===== src/rtl/sys_arr_pkg.sv =====
// Shared definitions for the systolic matrix multiplier: FSM encoding,
// a ceil-log2 helper and default counter widths.
package sys_arr_pkg;

  typedef enum logic [1:0] {S_IDLE, S_LOAD, S_DRAIN, S_DONE} state_t;

  function automatic int sa_clog2(input int v);
    int r;
    r = 0;
    while ((1 << r) < v) r++;
    return (r < 1) ? 1 : r;
  endfunction

  localparam int DEF_KMAX = 256;
  localparam int DEF_KW   = sa_clog2(DEF_KMAX + 1);

endpackage


===== src/rtl/systolic_pe.sv =====
// One output-stationary MAC cell: accumulates a*b when both incoming tags are
// valid, with sticky signed overflow, and forwards a right and b down.
module systolic_pe #(
  parameter int DW    = 16,
  parameter int ACC_W = 40
) (
  input  logic             clk,
  input  logic             rst,
  input  logic             i_clr,
  input  logic [DW-1:0]    i_a,
  input  logic [DW-1:0]    i_b,
  input  logic             i_va,
  input  logic             i_vb,
  output logic [DW-1:0]    o_a,
  output logic [DW-1:0]    o_b,
  output logic             o_va,
  output logic             o_vb,
  output logic [ACC_W-1:0] o_acc,
  output logic             o_ovf
);

  logic signed [2*DW-1:0]  w_prod;
  logic signed [ACC_W-1:0] w_prod_x;
  logic signed [ACC_W-1:0] w_sum;
  logic                    w_fire;
  logic                    w_of;
  logic [ACC_W-1:0]        r_acc;
  logic                    r_ovf;
  logic [DW-1:0]           r_a;
  logic [DW-1:0]           r_b;
  logic                    r_va;
  logic                    r_vb;

  assign w_fire   = i_va & i_vb;
  assign w_prod   = $signed(i_a) * $signed(i_b);
  assign w_prod_x = ACC_W'(w_prod);
  assign w_sum    = $signed(r_acc) + w_prod_x;
  // Signed overflow: like-signed operands produce a differently-signed sum.
  assign w_of     = (r_acc[ACC_W-1] == w_prod_x[ACC_W-1]) &&
                    (w_sum[ACC_W-1] != r_acc[ACC_W-1]);

  always_ff @(posedge clk or posedge rst) begin
    if (rst) begin
      r_acc <= '0;
      r_ovf <= 1'b0;
      r_a   <= '0;
      r_b   <= '0;
      r_va  <= 1'b0;
      r_vb  <= 1'b0;
    end else begin
      r_a  <= i_a;
      r_b  <= i_b;
      r_va <= i_va;
      r_vb <= i_vb;
      if (i_clr) begin
        r_acc <= '0;
        r_ovf <= 1'b0;
      end else if (w_fire) begin
        r_acc <= w_sum;
        if (w_of) r_ovf <= 1'b1;
      end
    end
  end

  assign o_a   = r_a;
  assign o_b   = r_b;
  assign o_va  = r_va;
  assign o_vb  = r_vb;
  assign o_acc = r_acc;
  assign o_ovf = r_ovf;

endmodule


===== src/rtl/systolic_nxn.sv =====
// N x N output-stationary systolic multiplier C = A*B with streamed k-slices,
// internal input skew, beat/drain sequencing and per-element sticky overflow.
module systolic_nxn
  import sys_arr_pkg::*;
#(
  parameter int N     = 2,
  parameter int DW    = 16,
  parameter int ACC_W = 40,
  parameter int KMAX  = 256
) (
  input  logic                         clk,
  input  logic                         rst,
  input  logic                         start,
  input  logic [sa_clog2(KMAX+1)-1:0]  k_len,
  input  logic                         in_valid,
  output logic                         in_ready,
  input  logic [N*DW-1:0]              a_col,
  input  logic [N*DW-1:0]              b_row,
  output logic                         busy,
  output logic                         done,
  output logic [N*N*ACC_W-1:0]         result,
  output logic [N*N-1:0]               ovf
);

  localparam int KW = sa_clog2(KMAX + 1);
  localparam int CW = sa_clog2(2*N + 1);

  state_t                    r_state;
  logic [KW-1:0]             r_klen;
  logic [KW-1:0]             r_beats;
  logic [CW-1:0]             r_dcnt;
  logic                      w_acc;
  logic                      w_launch;
  logic [N-1:0][DW-1:0]      w_ra;
  logic [N-1:0][DW-1:0]      w_cb;
  logic [N-1:0]              w_sv;
  logic [N-1:0][N-1:0][DW-1:0] w_a;
  logic [N-1:0][N-1:0][DW-1:0] w_b;
  logic [N-1:0][N-1:0]       w_va;
  logic [N-1:0][N-1:0]       w_vb;

  assign in_ready = (r_state == S_LOAD);
  assign busy     = (r_state == S_LOAD) || (r_state == S_DRAIN);
  assign done     = (r_state == S_DONE);
  assign w_acc    = in_valid & in_ready;
  assign w_launch = start & ((r_state == S_IDLE) || (r_state == S_DONE));

  // Drain counter starts at 1 from LOAD but 0 for k_len=0, giving 2N vs 2N+1
  // cycles to DONE from the respective entry edge.
  always_ff @(posedge clk or posedge rst) begin
    if (rst) begin
      r_state <= S_IDLE;
      r_klen  <= '0;
      r_beats <= '0;
      r_dcnt  <= '0;
    end else begin
      case (r_state)
        S_IDLE, S_DONE: begin
          if (start) begin
            r_klen  <= k_len;
            r_beats <= '0;
            r_dcnt  <= '0;
            r_state <= (k_len == '0) ? S_DRAIN : S_LOAD;
          end else begin
            r_state <= S_IDLE;
          end
        end
        S_LOAD: begin
          if (w_acc) begin
            r_beats <= r_beats + 1'b1;
            if (r_beats + 1'b1 == r_klen) begin
              r_dcnt  <= CW'(1);
              r_state <= S_DRAIN;
            end
          end
        end
        S_DRAIN: begin
          if (r_dcnt == CW'(2*N)) r_state <= S_DONE;
          else                    r_dcnt  <= r_dcnt + 1'b1;
        end
        default: r_state <= S_IDLE;
      endcase
    end
  end

  // Lane l of A and B is delayed by l registers; one shared tag chain per lane.
  for (genvar l = 0; l < N; l++) begin : g_skew
    if (l == 0) begin : g_direct
      assign w_ra[0] = a_col[DW-1:0];
      assign w_cb[0] = b_row[DW-1:0];
      assign w_sv[0] = w_acc;
    end else begin : g_chain
      logic [l-1:0][DW-1:0] r_a;
      logic [l-1:0][DW-1:0] r_b;
      logic [l-1:0]         r_v;
      always_ff @(posedge clk or posedge rst) begin
        if (rst) begin
          r_a <= '0;
          r_b <= '0;
          r_v <= '0;
        end else begin
          r_a[0] <= a_col[l*DW +: DW];
          r_b[0] <= b_row[l*DW +: DW];
          r_v[0] <= w_acc;
          for (int s = 1; s < l; s++) begin
            r_a[s] <= r_a[s-1];
            r_b[s] <= r_b[s-1];
            r_v[s] <= r_v[s-1];
          end
        end
      end
      assign w_ra[l] = r_a[l-1];
      assign w_cb[l] = r_b[l-1];
      assign w_sv[l] = r_v[l-1];
    end
  end

  for (genvar i = 0; i < N; i++) begin : g_row
    for (genvar j = 0; j < N; j++) begin : g_col
      logic [DW-1:0] w_ai;
      logic [DW-1:0] w_bi;
      logic          w_vai;
      logic          w_vbi;
      if (j == 0) begin : g_left
        assign w_ai  = w_ra[i];
        assign w_vai = w_sv[i];
      end else begin : g_inner_a
        assign w_ai  = w_a[i][j-1];
        assign w_vai = w_va[i][j-1];
      end
      if (i == 0) begin : g_top
        assign w_bi  = w_cb[j];
        assign w_vbi = w_sv[j];
      end else begin : g_inner_b
        assign w_bi  = w_b[i-1][j];
        assign w_vbi = w_vb[i-1][j];
      end
      systolic_pe #(.DW(DW), .ACC_W(ACC_W)) u_pe (
        .clk   (clk),
        .rst   (rst),
        .i_clr (w_launch),
        .i_a   (w_ai),
        .i_b   (w_bi),
        .i_va  (w_vai),
        .i_vb  (w_vbi),
        .o_a   (w_a[i][j]),
        .o_b   (w_b[i][j]),
        .o_va  (w_va[i][j]),
        .o_vb  (w_vb[i][j]),
        .o_acc (result[(i*N+j)*ACC_W +: ACC_W]),
        .o_ovf (ovf[i*N+j])
      );
    end
  end

endmodule


===== config.mk =====
export PLATFORM = sky130hd
export DESIGN_NAME = systolic_nxn
export DESIGN_NICKNAME = d
export VERILOG_FILES = /design/src/rtl/sys_arr_pkg.sv /design/src/rtl/systolic_pe.sv /design/src/rtl/systolic_nxn.sv
export SDC_FILE = /design/constraint.sdc
export NUM_CORES = 2
export LEC_CHECK = 0
export ABC_AREA = 1
export CAP_MARGIN = 20
export CORE_MARGIN = 5
export CORE_UTILIZATION = 25
export DETAILED_ROUTE_END_ITERATION = 12
export MAX_ROUTING_LAYER = met4
export SLEW_MARGIN = 20
export SYNTH_ARGS = -nofsm -noshare
export SYNTH_HDL_FRONTEND = slang
export SYNTH_SLANG_ARGS = --single-unit

===== constraint.sdc =====
create_clock -name clk -period 19.5 [get_ports clk]
set_clock_uncertainty 0.15 [all_clocks]
set_input_delay 2.925 -clock clk [delete_from_list [all_inputs] [get_ports clk]]
set_output_delay 2.925 -clock clk [all_outputs]
set_load 0.005 [all_outputs]

# After elaboration in Yosys (flattened, before gate mapping)
# Index checks and enable logic that the tools add are counted.
[op_classes]
addsub = 6
n_mul = 4
eq_ne = 18
muxes = 34
bitwise = 2
n_reduce_logical = 25
[op_table]
columns = ["op", "count"]
rows = [
  ["$mux 40", 8],
  ["$add 40x32->40", 4],
  ["$mul 16x16->32", 4],
  ["$mux 9", 2],
  ["$pmux 9 s2", 1],
  ["$reduce_bool 2->1", 8],
  ["$mux 1", 12],
  ["$mux 3", 4],
  ["$mux 2", 5],
  ["$reduce_and 2->1", 5],
  ["$add 9x1->9 const B", 1],
  ["$eq 9x9->1", 1],
  ["$logic_not 9->1", 1],
  ["$pmux 3 s3", 1],
  ["$ne 2x1->1 const B", 3],
  ["$pmux 2 s3", 1],
  ["$reduce_and 3->1", 2],
  ["$eq 1x1->1", 4],
  ["$eq 2x2->1 const B", 2],
  ["$logic_and 1x1->1", 4],
  ["$ne 1x1->1", 4],
  ["$ne 2x2->1 const B", 2],
  ["$reduce_and 4->1", 1],
  ["$add 3x1->3 const B", 1],
  ["6 further kinds", 8],
]
[totals]
register_bits = 285
in_bits = 77
out_inout_bits = 167
word_cells = 109

# Logic depth before layout (Yosys ltp)
[depth]
ltp_word = 7
mapped_depth = 42
mapped_depth_nobuf = 40

# Hierarchy
# Synthesis repeated with hierarchy kept, for this count alone.
[unflattened]
hier_cells = 8537
area_unflattened_um2 = 64852.2
[modules_own_cells]
columns = ["mod", "instances", "cells_per_inst", "area_each_um2", "seq_area_each_um2"]
rows = [
  ["systolic_pe (g_row[1].g_col[1].u_pe)", 1, 2087, 15747.6, 1876.8],
  ["systolic_pe (g_row[0].g_col[0].u_pe)", 1, 2091, 15726.3, 1876.8],
  ["systolic_pe (g_row[1].g_col[0].u_pe)", 1, 2070, 15590.0, 1876.8],
  ["systolic_pe (g_row[0].g_col[1].u_pe)", 1, 2059, 15576.2, 1876.8],
  ["systolic_nxn", 1, 230, 2212.1, 1401.3],
]

# Worst setup path before layout
# Ideal clock, no wire load.
[synth_path]
path_kind = "input -> register"
startpoint = "input b_row[5]"
endpoint = "register g_row[0].g_col[0].u_pe.r_acc[34]"
setup_ns = 0.120
arrival_ns = 9.487
setup_slack_ns = 9.743
path_stages = 31
path_buffers = 3
path_cell_list = "clkbuf_1 > clkbuf_1 > nand2_1 > fa_1 > inv_1 > fa_1 > fa_1 > fa_1 > fa_1 > inv_1 > fa_1 > inv_1 > ha_1 > buf_2 > nand2_1 > nand2_1 > a31o_2 > a2111oi_0 > nand2_1 > nand2_1 > nand2_1 > ha_1 > nand2_1 > nor2_1 > inv_1 > nor4_1 > nand3_1 > nand3_1 > a21oi_1 > o21ai_1 > nand2_1"
[synth_between]
elab_chain_len = 4
[synth_rtl]
columns = ["item", "line", "rtl"]
rows = [
  ["start, declared", "systolic_nxn.sv:18", "input logic [N*DW-1:0] b_row,"],
  ["$mul 16x16->32", "systolic_pe.sv:35", "assign w_prod = $signed(i_a) * $signed(i_b);"],
  ["$add 40x32->40", "systolic_pe.sv:37", "assign w_sum = $signed(r_acc) + w_prod_x;"],
  ["$mux 40", "systolic_pe.sv:58", "end else if (w_fire) begin"],
  ["$mux 40", "systolic_pe.sv:55", "if (i_clr) begin"],
  ["end signal, assigned", "systolic_pe.sv:59", "r_acc <= w_sum;"],
  ["end, declared", "systolic_pe.sv:27", "logic [ACC_W-1:0] r_acc;"],
]
# Every way passes these cells. The select of a mux whose other input is x is not followed.
# A chain may end at the register's enable or synchronous reset.

# Final worst setup path
[layout_path]
startpoint = "input b_row[2]"
endpoint = "register g_row[0].g_col[0].u_pe.r_acc[33]"
# Same word-level chain as after synthesis.

==> results.sh <==
export IMPL_cp_end_kind="flip-flop"
export IMPL_dr_pass1_iters=5
export IMPL_tns_ns=0
export IMPL_synth_cell_type_count=60
export IMPL_synth_top_family_by_area="adder cells"
export IMPL_synthXorXnorAreaFrac_pct=2.090
export IMPL_cp_arrival_ns=11.19
export IMPL_r2r_start="g_row[0].g_col[1].u_pe.o_b[1]"
export IMPL_postCtsHoldBufs=0
export IMPL_hold_path_class="flip-flop to flip-flop"
export IMPL_cts_tree="yes"
export IMPL_min_path_cells=0
export IMPL_worst_pin_slew_ns=1.137
export IMPL_routed_wl_mm=188.9
export IMPL_grt_max_degree=118
export IMPL_netlist_area_um2=61540
export IMPL_syn_inst=8231
export IMPL_path_clk_slew_ns=0.06
export IMPL_synthAdderAreaFrac_pct=44.18
export IMPL_fin_util_pct=28.05
export IMPL_critical_path_class="input pin to flip-flop"
export IMPL_hold_viol=0
export IMPL_postCtsSetupBuffers=0
export IMPL_synth_seq_area_share_pct=11.59
export IMPL_layout_drive_gt1_share_pct=2.886
export IMPL_initial_core_util_pct=25.07
export IMPL_hpwl_mm=157.6
export IMPL_finalCritPeriodShare_pct=55.26
export IMPL_post_route_cell_area_um2=68850
export IMPL_ios=244
export IMPL_nFillCells=26789
export IMPL_status="complete, no violations"
export IMPL_cp_max_fo=17
export IMPL_maxCapViolCount=0
export IMPL_synth_compound_area_share_pct=8.061
export IMPL_ant_nets=0
export IMPL_worstSetupStartpointType="input pin"
export IMPL_grt_ovfl_total=0
export IMPL_placed_area_um2=67220
export IMPL_yosys_warnings=0
export IMPL_grt_antenna_before_repair=25
export IMPL_max_stage_delay_ns=1.07
export IMPL_syn2layout_area_growth_pct=11.88
export IMPL_clkSinkCount=285
export IMPL_h_tree_depth=2
export IMPL_ff2ff_path_depth=26
export IMPL_holdPathEnd="g_row[0].g_col[1].u_pe.o_b[15]"
export IMPL_clock_fmax_mhz=92.81
export IMPL_r2r_slack_ns=11.07
export IMPL_drtIter0Drc=3078
export IMPL_rows=182
export IMPL_num_vias=50901
export IMPL_die_w_um=506.2
export IMPL_final_common_cell="nand2_1"
export IMPL_port_buffers=243
export IMPL_rsz0062_at_grt="false"
export IMPL_clk_latency_ns=0.68
export IMPL_max_slew_margin_rel_pct=23.95
export IMPL_via_per_inst=4.407
export IMPL_cts_path_max_buffers=3
export IMPL_cts_buffers=44
export IMPL_routabilityCongestion=0.9478
export IMPL_drc=0
export IMPL_min_from="g_row[0].g_col[1].w_bi[15]"
export IMPL_required_ns=19.91
export IMPL_layout_common_cells="2210 x nand2_1, 2017 x inv_1, 1052 x fa_1"
export IMPL_cts_resized=0
export IMPL_root_buffer="clkbuf_16"
export IMPL_die_y_um=506.2
export IMPL_wire_per_inst_um=16.36
export IMPL_r2r_end="g_row[1].g_col[1].u_pe.o_acc[33]"
export IMPL_ys_seq_elements=285
export IMPL_synthMuxAreaShare_pct=0
export IMPL_die_area_um2=256200
export IMPL_syn_num_nets=9850
export IMPL_period_minus_slack_ns=10.77
export IMPL_yosys_area_share_simple_pct=19.73
export IMPL_fp_coreArea_um2=245500
export IMPL_syn_area_per_cell_um2=7.477
export IMPL_finalMaxSlewViolations=0
export IMPL_grt_use_total_pct=15.25
export IMPL_finalSetupViolCount=0
export IMPL_grt_pass1_wl_mm=300.3
export IMPL_slowest_stage="clkdlybuf4s50_1"
export IMPL_fin_nets=9899
export IMPL_grt_pass1_vias=52713
[through the flow]
| step | setup slack (ns) | hold slack (ns) | cells |
|---|---|---|---|
| 2_1_floorplan | 8.561 | 0.2019 | 8231 |
| 3_3_place_gp | 8.161 | 0.2103 | 11454 |
| 3_5_place_dp | 8.137 | 0.2237 | 11454 |
| 4_1_cts | 8.846 | 0.2371 | 11535 |
| 5_1_grt | 8.152 | 0.2485 | 11547 |
| 6_report | 8.725 | 0.2418 | 11550 |
[flip-flops by register name, indices dropped and copies added, names as in the netlist]
name                    count
g_row.g_col.u_pe.o_acc    160
g_row.g_col.u_pe.o_a       32
g_row.g_col.u_pe.o_b       32
g_row.g_col.w_bi           16
g_row.g_col.w_ai           16
r_beats                     9
r_klen                      9
g_row.g_col.u_pe.o_ovf      4
r_dcnt                      3
g_row.g_col.u_pe.o_va       2
r_state                     2
[cell usage after synthesis, drive strengths merged]
master / count / area, µm²
nand2: 2218 / 8346
clkinv: 1 / 3.750
a31o: 3 / 26.28
a211oi: 4 / 30.03
a21oi: 359 / 1823
buf: 18 / 90.09
xnor2: 57 / 499.2
and3: 6 / 37.54
nand3b: 14 / 105.1
clkbuf: 254 / 953.4
or2: 36 / 225.2
a22o: 4 / 35.03
o211ai: 10 / 75.07
nor3: 64 / 370.4
nor2: 442 / 1687
nand3: 205 / 1036
a22oi: 1 / 7.510
o21ai: 305 / 1538
nand2b: 1 / 6.260
o22ai: 11 / 68.82
and2: 1 / 6.260
o31ai: 13 / 97.59
a221oi: 2 / 17.52
a2111oi: 1 / 8.760
o21a: 3 / 22.52
xor2: 89 / 787.0
o2111a: 3 / 33.78
nor4: 14 / 108.9
o21bai: 34 / 255.2
a32o: 8 / 80.08
o221a: 1 / 11.26
dfrtp: 285 / 7132
ha: 490 / 6131
fa: 1052 / 21060
inv: 2074 / 7785
nand4: 32 / 200.2
a21boi: 25 / 225.2
a31oi: 50 / 312.8
or3: 2 / 12.51
a21o: 39 / 292.8
[worst max-delay path by stage]
stage	startpoint	endpoint	slack, ns	depth (start not counted)
floorplan	rst	g_row[0].g_col[0].u_pe.o_a[0]	8.56	1
global placement	b_row[1]	g_row[0].g_col[0].u_pe.o_acc[33]	8.16	33
detailed placement	b_row[4]	g_row[0].g_col[0].u_pe.o_ovf	8.14	34
CTS	b_row[4]	g_row[0].g_col[0].u_pe.o_ovf	8.85	34
global route	b_row[1]	g_row[0].g_col[0].u_pe.o_ovf	8.15	34
finish	b_row[2]	g_row[0].g_col[0].u_pe.o_acc[33]	8.73	30
[cell families (layout without fill, tap and decap cells)]
logic type / count (synthesis) / count (layout)
AND/OR/NAND/NOR: 3035 / 3035
buffers and inverters: 2347 / 2431
adder cells (fa/ha/maj): 1542 / 1542
AO/OA/AOI/OAI: 876 / 876
flip-flops: 285 / 285
XOR/XNOR: 146 / 146
other: 0 / 15
[per-layer routing]
layer | up-vias | global-route usage (%) | part of all wire (%)
li1 | 24561 | - | -
met1 | 24886 | 19.85 | 44
met2 | 1202 | 23.87 | 45
met3 | 252 | 2.501 | 6.1
met4 | 0 | 5.757 | 4.6
met5 | - | - | 0
[area by class of cell]
type	count	area, µm²	area share (%)
multi-input cells	5599	45590	66.22
inverters	2075	7796	11.32
flip-flops and latches	285	7132	10.36
well taps	3220	4029	5.852
repair buffers	275	2668	3.874
clock buffers	57	1210	1.757
clock inverters	24	385.4	0.5597
diodes	15	37.54	0.05452
[critical path, delay by kind of cell]
family                   cells  cell delay [ns]
AO/OA/AOI/OAI                4             0.53
adder cells (fa/ha/maj)      8             4.42
buffers and inverters        6             1.44
AND/OR/NAND/NOR             12             1.84
Power is not shown: default switching activity piles up to over one toggle a cycle in this logic, so the estimate is an artifact.
